$ cat config.mk
export PLATFORM = sky130hd
export DESIGN_NAME = instr_loader
export DESIGN_NICKNAME = d
export VERILOG_FILES = /design/src/rtl/instr_loader_pkg.sv /design/src/rtl/instr_byte_packer.sv /design/src/rtl/instr_loader.sv
export SDC_FILE = /design/constraint.sdc
export NUM_CORES = 1
export LEC_CHECK = 0
export ABC_AREA = 1
export CORE_MARGIN = 2
export CORE_UTILIZATION = 30
export CTS_CLUSTER_DIAMETER = 80
export CTS_CLUSTER_SIZE = 24
export DETAILED_ROUTE_END_ITERATION = 7
export DONT_BUFFER_PORTS = 1
export PLACE_DENSITY = 0.5
export SYNTH_ARGS = -nofsm -noshare
export SYNTH_HDL_FRONTEND = slang
export SYNTH_SLANG_ARGS = --single-unit
$ cat constraint.sdc
create_clock -name clk -period 4.6 [get_ports clk]
set_input_delay 0.92 -clock clk [delete_from_list [all_inputs] [get_ports clk]]
set_output_delay 0.92 -clock clk [all_outputs]
set_load 0.05 [all_outputs]
$ cat src/rtl/instr_loader_pkg.sv
// Shared types and constants for the instruction loader.
// The checksum state exists only when LOADER_CHECKSUM_EN is defined.
package instr_loader_pkg;

  localparam int unsigned WORD_W            = 32;
  localparam int unsigned BYTE_W            = 8;
  localparam int unsigned BYTES_PER_WORD    = WORD_W / BYTE_W;
  localparam int unsigned BCNT_W            = $clog2(BYTES_PER_WORD);
  localparam int unsigned CNT_W             = BYTE_W;
  localparam int unsigned DEFAULT_MEM_DEPTH = 11;

  typedef enum logic [2:0] {
    S_IDLE  = 3'd0,
    S_LEN   = 3'd1,
    S_DATA  = 3'd2,
    S_WRITE = 3'd3,
`ifdef LOADER_CHECKSUM_EN
    S_CSUM  = 3'd4,
`endif
    S_FIN   = 3'd5
  } state_t;

  // States in which the loader takes a stream byte.
  function automatic logic ready_state(input state_t s);
    logic r;
    r = (s == S_LEN) || (s == S_DATA);
`ifdef LOADER_CHECKSUM_EN
    r = r || (s == S_CSUM);
`endif
    return r;
  endfunction

endpackage

$ cat src/rtl/instr_byte_packer.sv
// Collects four stream bytes, MSB first, into one instruction word.
// word_valid_c flags the cycle the fourth byte arrives; word_c is the word it completes.
module instr_byte_packer
  import instr_loader_pkg::*;
(
  input  logic              clk,
  input  logic              rst,
  input  logic              clr,
  input  logic              byte_en,
  input  logic [BYTE_W-1:0] byte_in,
  output logic [WORD_W-1:0] word_c,
  output logic              word_valid_c
);

  logic [BCNT_W-1:0] cnt_q, cnt_next;
  logic [WORD_W-1:0] sr_q, sr_next;

  always_comb begin
    cnt_next     = cnt_q;
    sr_next      = sr_q;
    word_c       = {sr_q[WORD_W-BYTE_W-1:0], byte_in};
    word_valid_c = byte_en && (cnt_q == BCNT_W'(BYTES_PER_WORD - 1));
    if (clr) begin
      cnt_next = '0;
      sr_next  = '0;
    end else if (byte_en) begin
      cnt_next = cnt_q + BCNT_W'(1);
      sr_next  = word_c;
    end
  end

  always_ff @(posedge clk) begin
    if (rst) begin
      cnt_q <= '0;
      sr_q  <= '0;
    end else begin
      cnt_q <= cnt_next;
      sr_q  <= sr_next;
    end
  end

endmodule

$ cat src/rtl/instr_loader.sv
// Loads a length-prefixed byte stream into instruction memory, one word per write.
// Define LOADER_CHECKSUM_EN to require a trailing modulo-256 checksum byte.
module instr_loader
  import instr_loader_pkg::*;
#(
  parameter int unsigned MEM_DEPTH = DEFAULT_MEM_DEPTH,
  parameter int unsigned ADDR_W    = 32
) (
  input  logic              clk,
  input  logic              rst,
  input  logic              start,
  input  logic              in_valid,
  input  logic [BYTE_W-1:0] in_data,
  output logic              in_ready,
  output logic              mem_we,
  output logic [ADDR_W-1:0] mem_addr,
  output logic [WORD_W-1:0] mem_wdata,
  output logic              busy,
  output logic              done,
  output logic              err
);

  localparam logic [31:0] DEPTH_LIM = 32'(MEM_DEPTH);

  state_t            state_q, state_next;
  logic [CNT_W-1:0]  len_q, len_next;
  logic [CNT_W-1:0]  word_cnt_q, word_cnt_next;
  logic [CNT_W:0]    word_cnt_inc_c;
  logic              err_next;
  logic              in_ready_next, mem_we_next, busy_next, done_next;
  logic [ADDR_W-1:0] mem_addr_next;
  logic [WORD_W-1:0] mem_wdata_next;
  logic              xfer_c, pack_clr_c, pack_en_c;
  logic [WORD_W-1:0] word_c;
  logic              word_valid_c;
`ifdef LOADER_CHECKSUM_EN
  logic [BYTE_W-1:0] csum_q, csum_next;
`endif

  assign xfer_c         = in_valid && in_ready;
  assign pack_en_c      = xfer_c && (state_q == S_DATA);
  assign word_cnt_inc_c = {1'b0, word_cnt_q} + (CNT_W + 1)'(1);

  instr_byte_packer u_packer (
    .clk          (clk),
    .rst          (rst),
    .clr          (pack_clr_c),
    .byte_en      (pack_en_c),
    .byte_in      (in_data),
    .word_c       (word_c),
    .word_valid_c (word_valid_c)
  );

  // Next-state and registered-output decode.
  always_comb begin
    state_next     = state_q;
    len_next       = len_q;
    word_cnt_next  = word_cnt_q;
    err_next       = err;
    mem_addr_next  = mem_addr;
    mem_wdata_next = mem_wdata;
    pack_clr_c     = 1'b0;
`ifdef LOADER_CHECKSUM_EN
    csum_next      = csum_q;
`endif

    case (state_q)
      S_IDLE: begin
        if (start) begin
          err_next   = 1'b0;
          state_next = S_LEN;
        end
      end
      S_LEN: begin
        if (xfer_c) begin
          if ((in_data == '0) || (32'(in_data) > DEPTH_LIM)) begin
            err_next   = 1'b1;
            state_next = S_FIN;
          end else begin
            len_next      = in_data;
            word_cnt_next = '0;
            pack_clr_c    = 1'b1;
`ifdef LOADER_CHECKSUM_EN
            csum_next     = '0;
`endif
            state_next    = S_DATA;
          end
        end
      end
      S_DATA: begin
`ifdef LOADER_CHECKSUM_EN
        if (xfer_c) csum_next = csum_q + in_data;
`endif
        if (word_valid_c) begin
          mem_addr_next  = ADDR_W'(word_cnt_q);
          mem_wdata_next = word_c;
          state_next     = S_WRITE;
        end
      end
      S_WRITE: begin
        word_cnt_next = word_cnt_inc_c[CNT_W-1:0];
        if (word_cnt_inc_c < {1'b0, len_q}) begin
          state_next = S_DATA;
        end else begin
`ifdef LOADER_CHECKSUM_EN
          state_next = S_CSUM;
`else
          state_next = S_FIN;
`endif
        end
      end
`ifdef LOADER_CHECKSUM_EN
      S_CSUM: begin
        if (xfer_c) begin
          if (in_data != csum_q) err_next = 1'b1;
          state_next = S_FIN;
        end
      end
`endif
      S_FIN: begin
        state_next = S_IDLE;
      end
      default: begin
        state_next = S_IDLE;
      end
    endcase

    // Outputs are registered as a decode of the state being entered.
    in_ready_next = ready_state(state_next);
    busy_next     = (state_next != S_IDLE);
    done_next     = (state_next == S_FIN);
    mem_we_next   = (state_next == S_WRITE);
  end

  always_ff @(posedge clk) begin
    if (rst) begin
      state_q    <= S_IDLE;
      len_q      <= '0;
      word_cnt_q <= '0;
      in_ready   <= 1'b0;
      mem_we     <= 1'b0;
      mem_addr   <= '0;
      mem_wdata  <= '0;
      busy       <= 1'b0;
      done       <= 1'b0;
      err        <= 1'b0;
`ifdef LOADER_CHECKSUM_EN
      csum_q     <= '0;
`endif
    end else begin
      state_q    <= state_next;
      len_q      <= len_next;
      word_cnt_q <= word_cnt_next;
      in_ready   <= in_ready_next;
      mem_we     <= mem_we_next;
      mem_addr   <= mem_addr_next;
      mem_wdata  <= mem_wdata_next;
      busy       <= busy_next;
      done       <= done_next;
      err        <= err_next;
`ifdef LOADER_CHECKSUM_EN
      csum_q     <= csum_next;
`endif
    end
  end

endmodule
==> impl_metrics.tcl, run 1 <==
set metrics [dict create \
    critical_path.slowest_cell "dfxtp_1" \
    drt_iter0_drc 103 \
    rsz0062_at_grt "no" \
    p_sw_w 0.0003813 \
    synth_area_mm2 0.003766 \
    areaGrowthSynthToFinish_pct 8.405 \
    drt_pre_antenna_iters 4 \
    vias_per_cell 4.575 \
    finalHoldViolations 0 \
    vias 2969 \
    ys_types 26 \
    synth.most_common_cell "nand2_1" \
    drv_cap 0 \
    fin_util_pct 33.71 \
    gr-usage-all-layers_pct 13.32 \
    synth_top_area_cell "dfxtp_1" \
    run_status "completed" \
    clock_skew_ps 7.055 \
    slew_headroom_pct 39.53 \
    slowest_delay_ps 640 \
    final-max-slew-violation-count 0 \
    die_h_um 116.0 \
    numCtsBuffers 9 \
    antenna_cells 0 \
    nets 497 \
    die-area_mm2 0.01347 \
    reg2reg_slack_ps 2020 \
    htreeDepth 3 \
    cts.sinks 90 \
    io_buffers 0 \
    grt_pass1_vias 2698 \
    cp_top_family "simple AND/OR/NAND/NOR gates" \
    p_leak_nw 1.518 \
    synthCells 492 \
    clk_pin_slew_ps 60 \
    start_util_pct 31.10 \
    drive_gt1_share_pct 6.861 \
    peakVddDrop_v 0.0001553 \
    cp_common_cell "nand2_1" \
    intPower_w 0.001227 \
    synthFlopType "dfxtp_1" \
    critPathLaunchType "flop" \
    max_freq_ghz 0.3880 \
    antenna_found_initial 0 \
    cp.arrival_ps 2750 \
    routed_wl_um 8666 \
    cp.required_ps 4780 \
    critical_path_class "reg2reg" \
    clk_latency_ps 340 \
    wl_per_cell_um 13.35 \
    power_w 0.001608 \
    fin_tns_setup_ps 0 \
    crit_start "in_ready$_SDFF_PP0_" \
    ys_warn_count 0 \
    hpwl_um 5956 \
    ys_ff_latch 90 \
    tightest_slew_ps 904.8 \
    grt_pass1_wl_um 13770 \
    clockBufferDepth 2 \
    ctsResizeCount 0 \
    boundaryPins 81 \
    crit_end "u_packer.sr_q[23]$_SDFFE_PP0P_" \
    overflow 0 \
    critical_path.cell_chain "nand2_1 -> nor2_4 -> buf_4 -> inv_2 -> nand2_1 -> a21oi_1" \
    cts_root_buf "clkbuf_16" \
    path_depth 6 \
    synthTopCellsByCount "127 x nand2_1, 90 x dfxtp_1, 81 x a21oi_1" \
    drc_errors 0 \
    synth_top_area_share_pct 47.84 \
    synth_edf_count 0 \
    timing.final.crit_share_pct 56.03 \
    swShare_pct 23.71 \
    seq_power_share_pct 49.5 \
    postRouteAntennaNets 0 \
    cts_tree "done" \
    endpoint_kind "flop" \
    async_flop_share_pct 0 \
    yosysSeqAreaShare_pct 47.84 \
    worst-r2r-cell-count 6 \
    yosys-top-cells-area "dfxtp_1 48%, nand2_1 13%, a21oi_1 11%" \
    timing.rr.end "u_packer.sr_q[23]$_SDFFE_PP0P_" \
    crit_path_max_fanout 38 \
    grt_max_degree 52 \
    setup_violations 0 \
    clkPwrFrac_pct 46.3 \
    combPwrFrac_pct 4.1 \
    place.gp.congestion 0.7999 \
    syn_area_per_cell_um2 7.655 \
    cts_setup_buffers 0 \
    pwr_density_cell_mw_per_mm2 393.9 \
    min_period_ps 2577 \
    r2r-start "in_ready$_SDFF_PP0_" \
    row_count 40 \
    critPathBufInv 2 \
    dieWidth_um 116.0 \
    coreArea_mm2 0.01211 \
    hp-class "reg2reg" \
    holdBufCountCts 0 \
]
[metrics by stage]
| step | worst slack (ps) | cell area (um2) | std cells | hold WS (ps) |
|---|---|---|---|---|
| final | 2023 | 4083 | 649 | 441.4 |
| after global routing | 1796 | 4083 | 649 | 468.9 |
| after CTS | 1997 | 4083 | 649 | 446.6 |
| after detailed placement | 1822 | 3779 | 633 | 437.9 |
| after global placement | 1811 | 3779 | 633 | 438.6 |
| after floorplan | 2420 | 3852 | 515 | 422.0 |
[sequential cells by signal, summed over array words and instances, names as in the netlist]
register	flops
in_ready	1
mem_we	1
mem_addr	8
done	1
busy	1
err	1
word_cnt_q	8
state_q	3
u_packer.cnt_q	2
u_packer.sr_q	24
len_q	8
mem_wdata	32
[cell type report]
type / instances / area (um2)
multi-input combinational: 340 / 1620
timing repair buffer: 4 / 30.03
sequential: 90 / 1802
inverter: 31 / 116.4
clock inverter: 6 / 65.06
tap: 168 / 210.2
fill: 1340 / 8029
clock buffer: 10 / 239.0
[power groups by stage]
| stage | clock, W | combinational, W | sequential [W] |
|---|---|---|---|
| floorplan | 0 | 0.0000834 | 0.000814 |
| global placement | 0 | 0.0000659 | 0.000814 |
| detailed placement | 0 | 0.0000666 | 0.000814 |
| CTS | 0.000762 | 0.0000667 | 0.000796 |
| global route | 0.000800 | 0.0000718 | 0.000796 |
| finish | 0.000745 | 0.0000664 | 0.000796 |
[worst register-to-register path, stage by stage, from the launching register on]
cell,delay (ps)
dfxtp_1,640
nand2_1,230
nor2_4,580
buf_4,480
inv_2,290
nand2_1,120
a21oi_1,70
[cells by family after synthesis]
family                   share of synthesized area [%]
buffers and inverters                            11.56
other                                          0.09957
XOR/XNOR                                         1.395
flip-flops                                       47.84
AO/OA/AOI/OAI                                    12.52
AND/OR/NAND/NOR                                  23.59
adder cells (fa/ha/maj)                          2.990
[placed cells by master (no fill, tap or decap)]
master / synthesis / layout
ha_1: 9 / 9
o211a_1: 1 / 1
xor2_1: 4 / 4
nand2_1: 127 / 127
nand2_2: 4 / 4
conb_1: 1 / 24
o21ai_0: 5 / 5
a21oi_1: 81 / 81
clkbuf_8: 0 / 1
nand3_2: 1 / 1
buf_4: 27 / 4
nor2_2: 2 / 1
a21oi_2: 1 / 1
nand3_1: 52 / 52
xnor2_1: 2 / 2
a21o_1: 2 / 2
clkinvlp_4: 0 / 1
nor2_4: 1 / 2
inv_6: 0 / 1
dfxtp_1: 90 / 90
nor3_1: 1 / 1
nor2_1: 20 / 20
inv_2: 4 / 4
clkbuf_16: 0 / 9
inv_1: 27 / 27
clkinv_2: 0 / 2
nand4_1: 2 / 2
clkinv_4: 0 / 1
bufinv_16: 0 / 1
o211ai_1: 1 / 1
[per-layer routing]
layer / GRT usage [%] / wire, um / up-vias
met3: 4.132 / 599 / 10
met5: 0 / 0 / -
met1: 17.21 / 3945 / 1365
met2: 20.90 / 3979 / 75
li1: - / - / 1519
met4: 5.159 / 142 / 0
[worst min path at each step]
stage	end	depth (start not counted)	slack (ps)	start
2_1_floorplan	len_q[6]$_SDFFE_PP0P_	2	420	len_q[6]$_SDFFE_PP0P_
3_3_place_gp	len_q[6]$_SDFFE_PP0P_	2	440	len_q[6]$_SDFFE_PP0P_
3_5_place_dp	len_q[6]$_SDFFE_PP0P_	2	440	len_q[6]$_SDFFE_PP0P_
4_1_cts	len_q[6]$_SDFFE_PP0P_	2	450	len_q[6]$_SDFFE_PP0P_
5_1_grt	len_q[4]$_SDFFE_PP0P_	2	470	len_q[4]$_SDFFE_PP0P_
6_report	len_q[6]$_SDFFE_PP0P_	2	440	len_q[6]$_SDFFE_PP0P_
No activity file was read; power rests on OpenSTA's default activity.
==> run 2, diff against run 1 <==
Settings changed: ABC_AREA 1 to 0.
Clock period 4.6 ns to 2.45 ns, I/O delays scaled along.
==> run 2 against run 1 <==
Against the previous run:
- synthesized cell count shrank 6.7%
- via count is essentially flat
- core utilization grew 1.2 points
- area after synthesis grew 0.13%
- clock skew is essentially flat
- final area grew 4.0%
- hold slack lost 220 ps
- clock-buffer cell count is the same
- routed wire length grew 4.3%
- first-iteration DRC count grew 42%
- critical path depth grew 3
- register-to-register slack lost 1900 ps
- highest routed layer unchanged
==> impl_metrics.tcl, run 2 <==
set metrics [dict create \
    grt_pass1_wl_um 14380 \
    cp.arrival_ps 2590 \
    pwr_density_cell_mw_per_mm2 701.5 \
    max_freq_ghz 0.4222 \
    min_period_ps 2369 \
    yosysSeqAreaShare_pct 47.78 \
    swShare_pct 23.65 \
    wl_per_cell_um 14.27 \
    top_regs "mem_wdata: 32 flops, u_packer.sr_q: 24 flops" \
    seq_power_share_pct 49.6 \
    synth_area_mm2 0.003771 \
    crit_path_max_fanout 5 \
    cp.required_ps 2680 \
    drc_errors 0 \
    setup_ws_ps 81.45 \
    antenna_cells 0 \
    intPower_w 0.002274 \
    endpoint_kind "flop" \
    nets 481 \
    antenna_found_initial 0 \
    synthFlopType "dfxtp_1" \
    clk_pin_slew_ps 60 \
    yosys-top-cells-area "dfxtp_1 48%, nand2_1 14%, a21oi_1 10%" \
    ys_types 45 \
    ys_ff_latch 90 \
    p_sw_w 0.0007044 \
    synth_edf_count 0 \
    hold_depth 1 \
    critical_path_class "reg2reg" \
    gr-usage-all-layers_pct 13.78 \
    grt_max_degree 59 \
    routed_wl_um 9035 \
    critPathLaunchType "flop" \
    drive_gt1_share_pct 12.69 \
    async_flop_share_pct 0 \
    final-max-slew-violation-count 0 \
    synth_top_area_share_pct 47.78 \
    hold-worst-slack_ps 220.1 \
    timing.rr.end "state_q[0]$_SDFF_PP0_" \
    postPlaceCellArea_mm2 0.003881 \
    ys_warn_count 0 \
    r2r-start "word_cnt_q[0]$_SDFFE_PP0P_" \
    drv_cap 0 \
    cts_tree "done" \
    min_from "rst" \
    cts_root_buf "clkbuf_16" \
    run_status "completed" \
    grt_pass1_vias 2815 \
    largest_reg_flops 32 \
    cts.sinks 90 \
    synthTopCellsByCount "142 x nand2_1, 90 x dfxtp_1, 75 x a21oi_1" \
    fin_area_mm2 0.004245 \
    clk_latency_ps 340 \
    start_util_pct 31.01 \
    combPwrFrac_pct 4.2 \
    vias_per_cell 4.689 \
    clockBufferDepth 2 \
    io_buffers 0 \
    clock_skew_ps 7.181 \
    htreeDepth 3 \
    synthCells 459 \
    vias 2968 \
    placed_cells 616 \
    postRouteAntennaNets 0 \
    hpwl_um 6291 \
    final_cell_mix "142 x nand2_1, 86 x dfxtp_1, 75 x a21oi_1, 24 x conb_1, 20 x buf_4" \
    tightest_slew_ps 664.7 \
    regMostFlops "mem_wdata" \
    final_common_cell "nand2_1" \
    final_cells 633 \
    finalHoldViolations 0 \
    die_h_um 116.1 \
    timing.final.crit_share_pct 96.68 \
    drt_iter0_drc 146 \
    overflow 0 \
    boundaryPins 81 \
    hp-class "in2reg" \
    dieWidth_um 116.1 \
    whs_endpoint "mem_addr[1]$_SDFFE_PP0P_" \
    slew_headroom_pct 55.45 \
    p_leak_nw 1.477 \
    post-place-ws_ps 28.55 \
    synth.most_common_cell "nand2_1" \
    power_w 0.002978 \
    drt_pre_antenna_iters 4 \
    worst-r2r-cell-count 9 \
    crit_start "word_cnt_q[0]$_SDFFE_PP0P_" \
    coreArea_mm2 0.01216 \
    setup_violations 0 \
    syn_area_per_cell_um2 8.216 \
    place.gp.congestion 0.7968 \
    reg2reg_slack_ps 80 \
    die-area_mm2 0.01348 \
    clkPwrFrac_pct 46.2 \
    areaGrowthSynthToFinish_pct 12.57 \
    row_count 40 \
    synth_top_area_cell "dfxtp_1" \
    numCtsBuffers 9 \
    peakVddDrop_v 0.0003183 \
]
run 2: changes by cell type after synthesis, sizes merged, moves of 3 or more:
cell,before,now
a21oi,82,76
a311oi,0,6
and3,0,5
inv,31,9
nand2,131,142
nand3,53,9
nor2,23,10
nor3,1,4
o21ai,5,9
run 2: how the worst max path moves through the flow:
stage,endpoint,slack [ps],cells past startpoint
final,state_q[0]$_SDFF_PP0_,80,9
after floorplan,state_q[0]$_SDFF_PP0_,70,9
after CTS,state_q[0]$_SDFF_PP0_,9,9
after global routing,state_q[0]$_SDFF_PP0_,-50,9
after detailed placement,state_q[0]$_SDFF_PP0_,30,8
after global placement,state_q[0]$_SDFF_PP0_,90,8
run 2: logic make-up after synthesis:
| group | Yosys count | synth area share, % |
|---|---|---|
| AO/OA/AOI/OAI | 110 | 18.05 |
| XOR/XNOR | 7 | 1.626 |
| adder cells (fa/ha/maj) | 9 | 2.986 |
| buffers and inverters | 62 | 9.622 |
| flip-flops | 90 | 47.78 |
| other | 1 | 0.09944 |
| AND/OR/NAND/NOR | 180 | 19.84 |
run 2: repair_timing:
| action | in CTS | in global routing |
|---|---|---|
| endpoints found under the setup margin | 1 | 5 |
| hold buffers | 0 | 0 |
| gates resized for setup | 1 | 15 |
| setup buffers | 0 | 1 |
| hold endpoints to repair | 0 | 0 |
| pin swaps | 1 | 7 |
run 2: layout make-up:
| class | instances | area, um2 |
|---|---|---|
| Fill cell | 1323 | 7916 |
| Sequential cell | 90 | 1812 |
| Multi-Input combinational cell | 330 | 1744 |
| Clock inverter | 6 | 66.31 |
| Tap cell | 168 | 210.2 |
| Timing Repair Buffer | 20 | 150.1 |
| Clock buffer | 10 | 229.0 |
| Inverter | 9 | 33.78 |
run 2: worst max-delay path, cell delays in order (launching register included):
cell	delay (ps)
dfxtp_4	380
nand3_2	90
buf_4	160
nor2_2	130
xor2_1	190
ha_1	250
and3_1	210
a221oi_2	240
o211ai_1	240
a211o_1	350
run 2: power groups by stage:
stage          clock network, W  registers [W]  logic (W)
2_1_floorplan                 0        0.00152   0.000153
3_3_place_gp                  0        0.00151   0.000122
3_5_place_dp                  0        0.00151   0.000123
4_1_cts                 0.00142        0.00148   0.000123
5_1_grt                 0.00147        0.00148   0.000130
6_report                0.00138        0.00148   0.000124
run 2: metrics by stage:
stage / setup TNS (ps) / utilization (%)
global placement: 0 / 31.91
detailed placement: 0 / 31.91
CTS: 0 / 34.38
finish: 0 / 34.91
global route: -51.77 / 34.91
floorplan: 0 / -
run 2: layer usage:
metal  up-vias  part of all wire (%)  GRT usage, %
met5         -                     0             0
met4         0                   1.9         5.238
li1       1496                     -             -
met1      1388                    48         18.79
met3        13                   5.9         5.086
met2        71                    44         19.88
==> run 3, diff against run 2 <==
Settings changed: PLACE_DENSITY 0.5 to 0.42.
==> run 3 against run 2 <==
Against the previous run:
- setup slack improved by 43 ps
- via count decreased by 0.17%
- critical path depth unchanged
- sequential power about the same
- largest cell class unchanged
- combinational power about the same
- die area unchanged
- routed wire length increased by 1.3%
- total power increased by 3.4%
==> impl_metrics.tcl, run 3 (synthesized netlist as in run 2, its figures left out) <==
set metrics [dict create \
    die_h_um 116.1 \
    endpoint_kind "flop" \
    drc_errors 0 \
    cp.required_ps 2670 \
    slew_headroom_pct 52.56 \
    final_common_cell "nand2_1" \
    gr-usage-all-layers_pct 13.74 \
    post-place-ws_ps 34.49 \
    clk_pin_slew_ps 60 \
    nFillCells 1320 \
    dieWidth_um 116.1 \
    critical_path_class "reg2reg" \
    drt_pre_antenna_iters 4 \
    regMostFlops "mem_wdata" \
    pwr_density_cell_mw_per_mm2 723.8 \
    coreArea_mm2 0.01216 \
    clockBufferDepth 2 \
    areaGrowthSynthToFinish_pct 12.77 \
    io_buffers 0 \
    antenna_cells 0 \
    timing.final.crit_share_pct 94.90 \
    tightest_slew_ps 707.8 \
    peakVddDrop_v 0.0002389 \
    antenna_found_initial 0 \
    finalHoldViolations 0 \
    drt_iter0_drc 134 \
    grt_pass1_wl_um 14300 \
    vias_per_cell 4.696 \
    vias 2963 \
    nets 479 \
    hpwl_um 6278 \
    p_leak_nw 1.475 \
    cts.sinks 90 \
    die-area_mm2 0.01348 \
    fin_area_mm2 0.004253 \
    reg2reg_slack_ps 120 \
    hold-worst-slack_ps 228.4 \
    max_freq_ghz 0.4301 \
    drv_cap 0 \
    drive_gt1_share_pct 12.31 \
    routed_wl_um 9151 \
    setup_ws_ps 124.9 \
    cts_tree "done" \
    clock_skew_ps 7.696 \
    final-max-slew-violation-count 0 \
    setup_violations 0 \
    run_status "completed" \
    postRouteAntennaNets 0 \
    critPathLaunchType "flop" \
    htreeDepth 3 \
    min_period_ps 2325 \
    cts_root_buf "clkbuf_16" \
    postPlaceCellArea_mm2 0.003871 \
    top_regs "mem_wdata: 32 flops, u_packer.sr_q: 24 flops" \
    final_cell_mix "142 x nand2_1, 85 x dfxtp_1, 75 x a21oi_1, 24 x conb_1, 17 x buf_4" \
    numCtsBuffers 9 \
    row_count 40 \
    crit_path_max_fanout 5 \
    start_util_pct 31.01 \
    clk_latency_ps 330 \
    wl_per_cell_um 14.50 \
    grt_pass1_vias 2668 \
    place.gp.congestion 0.7715 \
    grt_max_degree 59 \
    overflow 0 \
    largest_reg_flops 32 \
    hp-class "in2reg" \
    boundaryPins 81 \
    power_w 0.003078 \
    cp.arrival_ps 2550 \
]
[run 3: cell types whose count changed in the layout (fill, tap and decap cells not counted), sizes merged]
cell    previous run  this run
inv               10        11
buf               20        18
clkbuf            10        11
clkinv             4         1
bufinv             1         2
[run 3: power by group]
group	leakage [nW]	switching, W	internal [W]
clock	0.155	0.000575	0.000904
sequential	0.729	0.0000117	0.00147
combinational	0.592	0.000109	0.0000133
[run 3: through the flow]
stage / util (%) / setup TNS [ps] / std cells
global route: 34.97 / -20.21 / 631
CTS: 34.45 / 0 / 629
global placement: 31.83 / 0 / 613
detailed placement: 31.83 / 0 / 613
finish: 34.97 / 0 / 631
floorplan: - / 0 / 482
[run 3: what timing repair did]
action                     4_1_cts  5_1_grt
setup endpoints to repair        0        5
setup buffers                    0        2
gates resized for setup          0       15
hold buffers                     0        0
[run 3: critical path, stage by stage, from the launching register on]
cell	delay [ps]
dfxtp_4	380
ha_2	200
nand3_2	90
buf_4	160
xnor2_2	120
ha_1	290
a21o_1	190
a221oi_2	200
o211ai_1	240
a211o_1	340
[run 3: area by class of cell]
| type | count | area (um2) | share of cell area [%] |
|---|---|---|---|
| sequential | 90 | 1813 | 42.63 |
| multi-input combinational | 330 | 1729 | 40.66 |
| clock buffer | 11 | 232.7 | 5.472 |
| tap | 168 | 210.2 | 4.943 |
| timing repair buffer | 18 | 147.6 | 3.472 |
| clock inverter | 5 | 86.33 | 2.030 |
| inverter | 9 | 33.78 | 0.7944 |
[run 3: layer usage]
metal | track usage [%] | up-vias | share of wire [%]
li1 | - | 1492 | -
met1 | 19.61 | 1372 | 49
met2 | 20.00 | 89 | 44
met3 | 3.477 | 10 | 6.2
met4 | 5.159 | 0 | 1.4
met5 | 0 | - | 0
[run 3: final timing paths]
| path | from | end | depth (start not counted) |
|---|---|---|---|
| worst max register to register | word_cnt_q[1]$_SDFFE_PP0P_ | state_q[0]$_SDFF_PP0_ | 9 |
| worst min register to register | u_packer.sr_q[20]$_SDFFE_PP0P_ | mem_wdata[28]$_SDFFE_PP0P_ | 2 |
| worst max-delay path | word_cnt_q[1]$_SDFFE_PP0P_ | state_q[0]$_SDFF_PP0_ | 9 |
| worst min-delay path | rst | err$_SDFFE_PP0P_ | 1 |
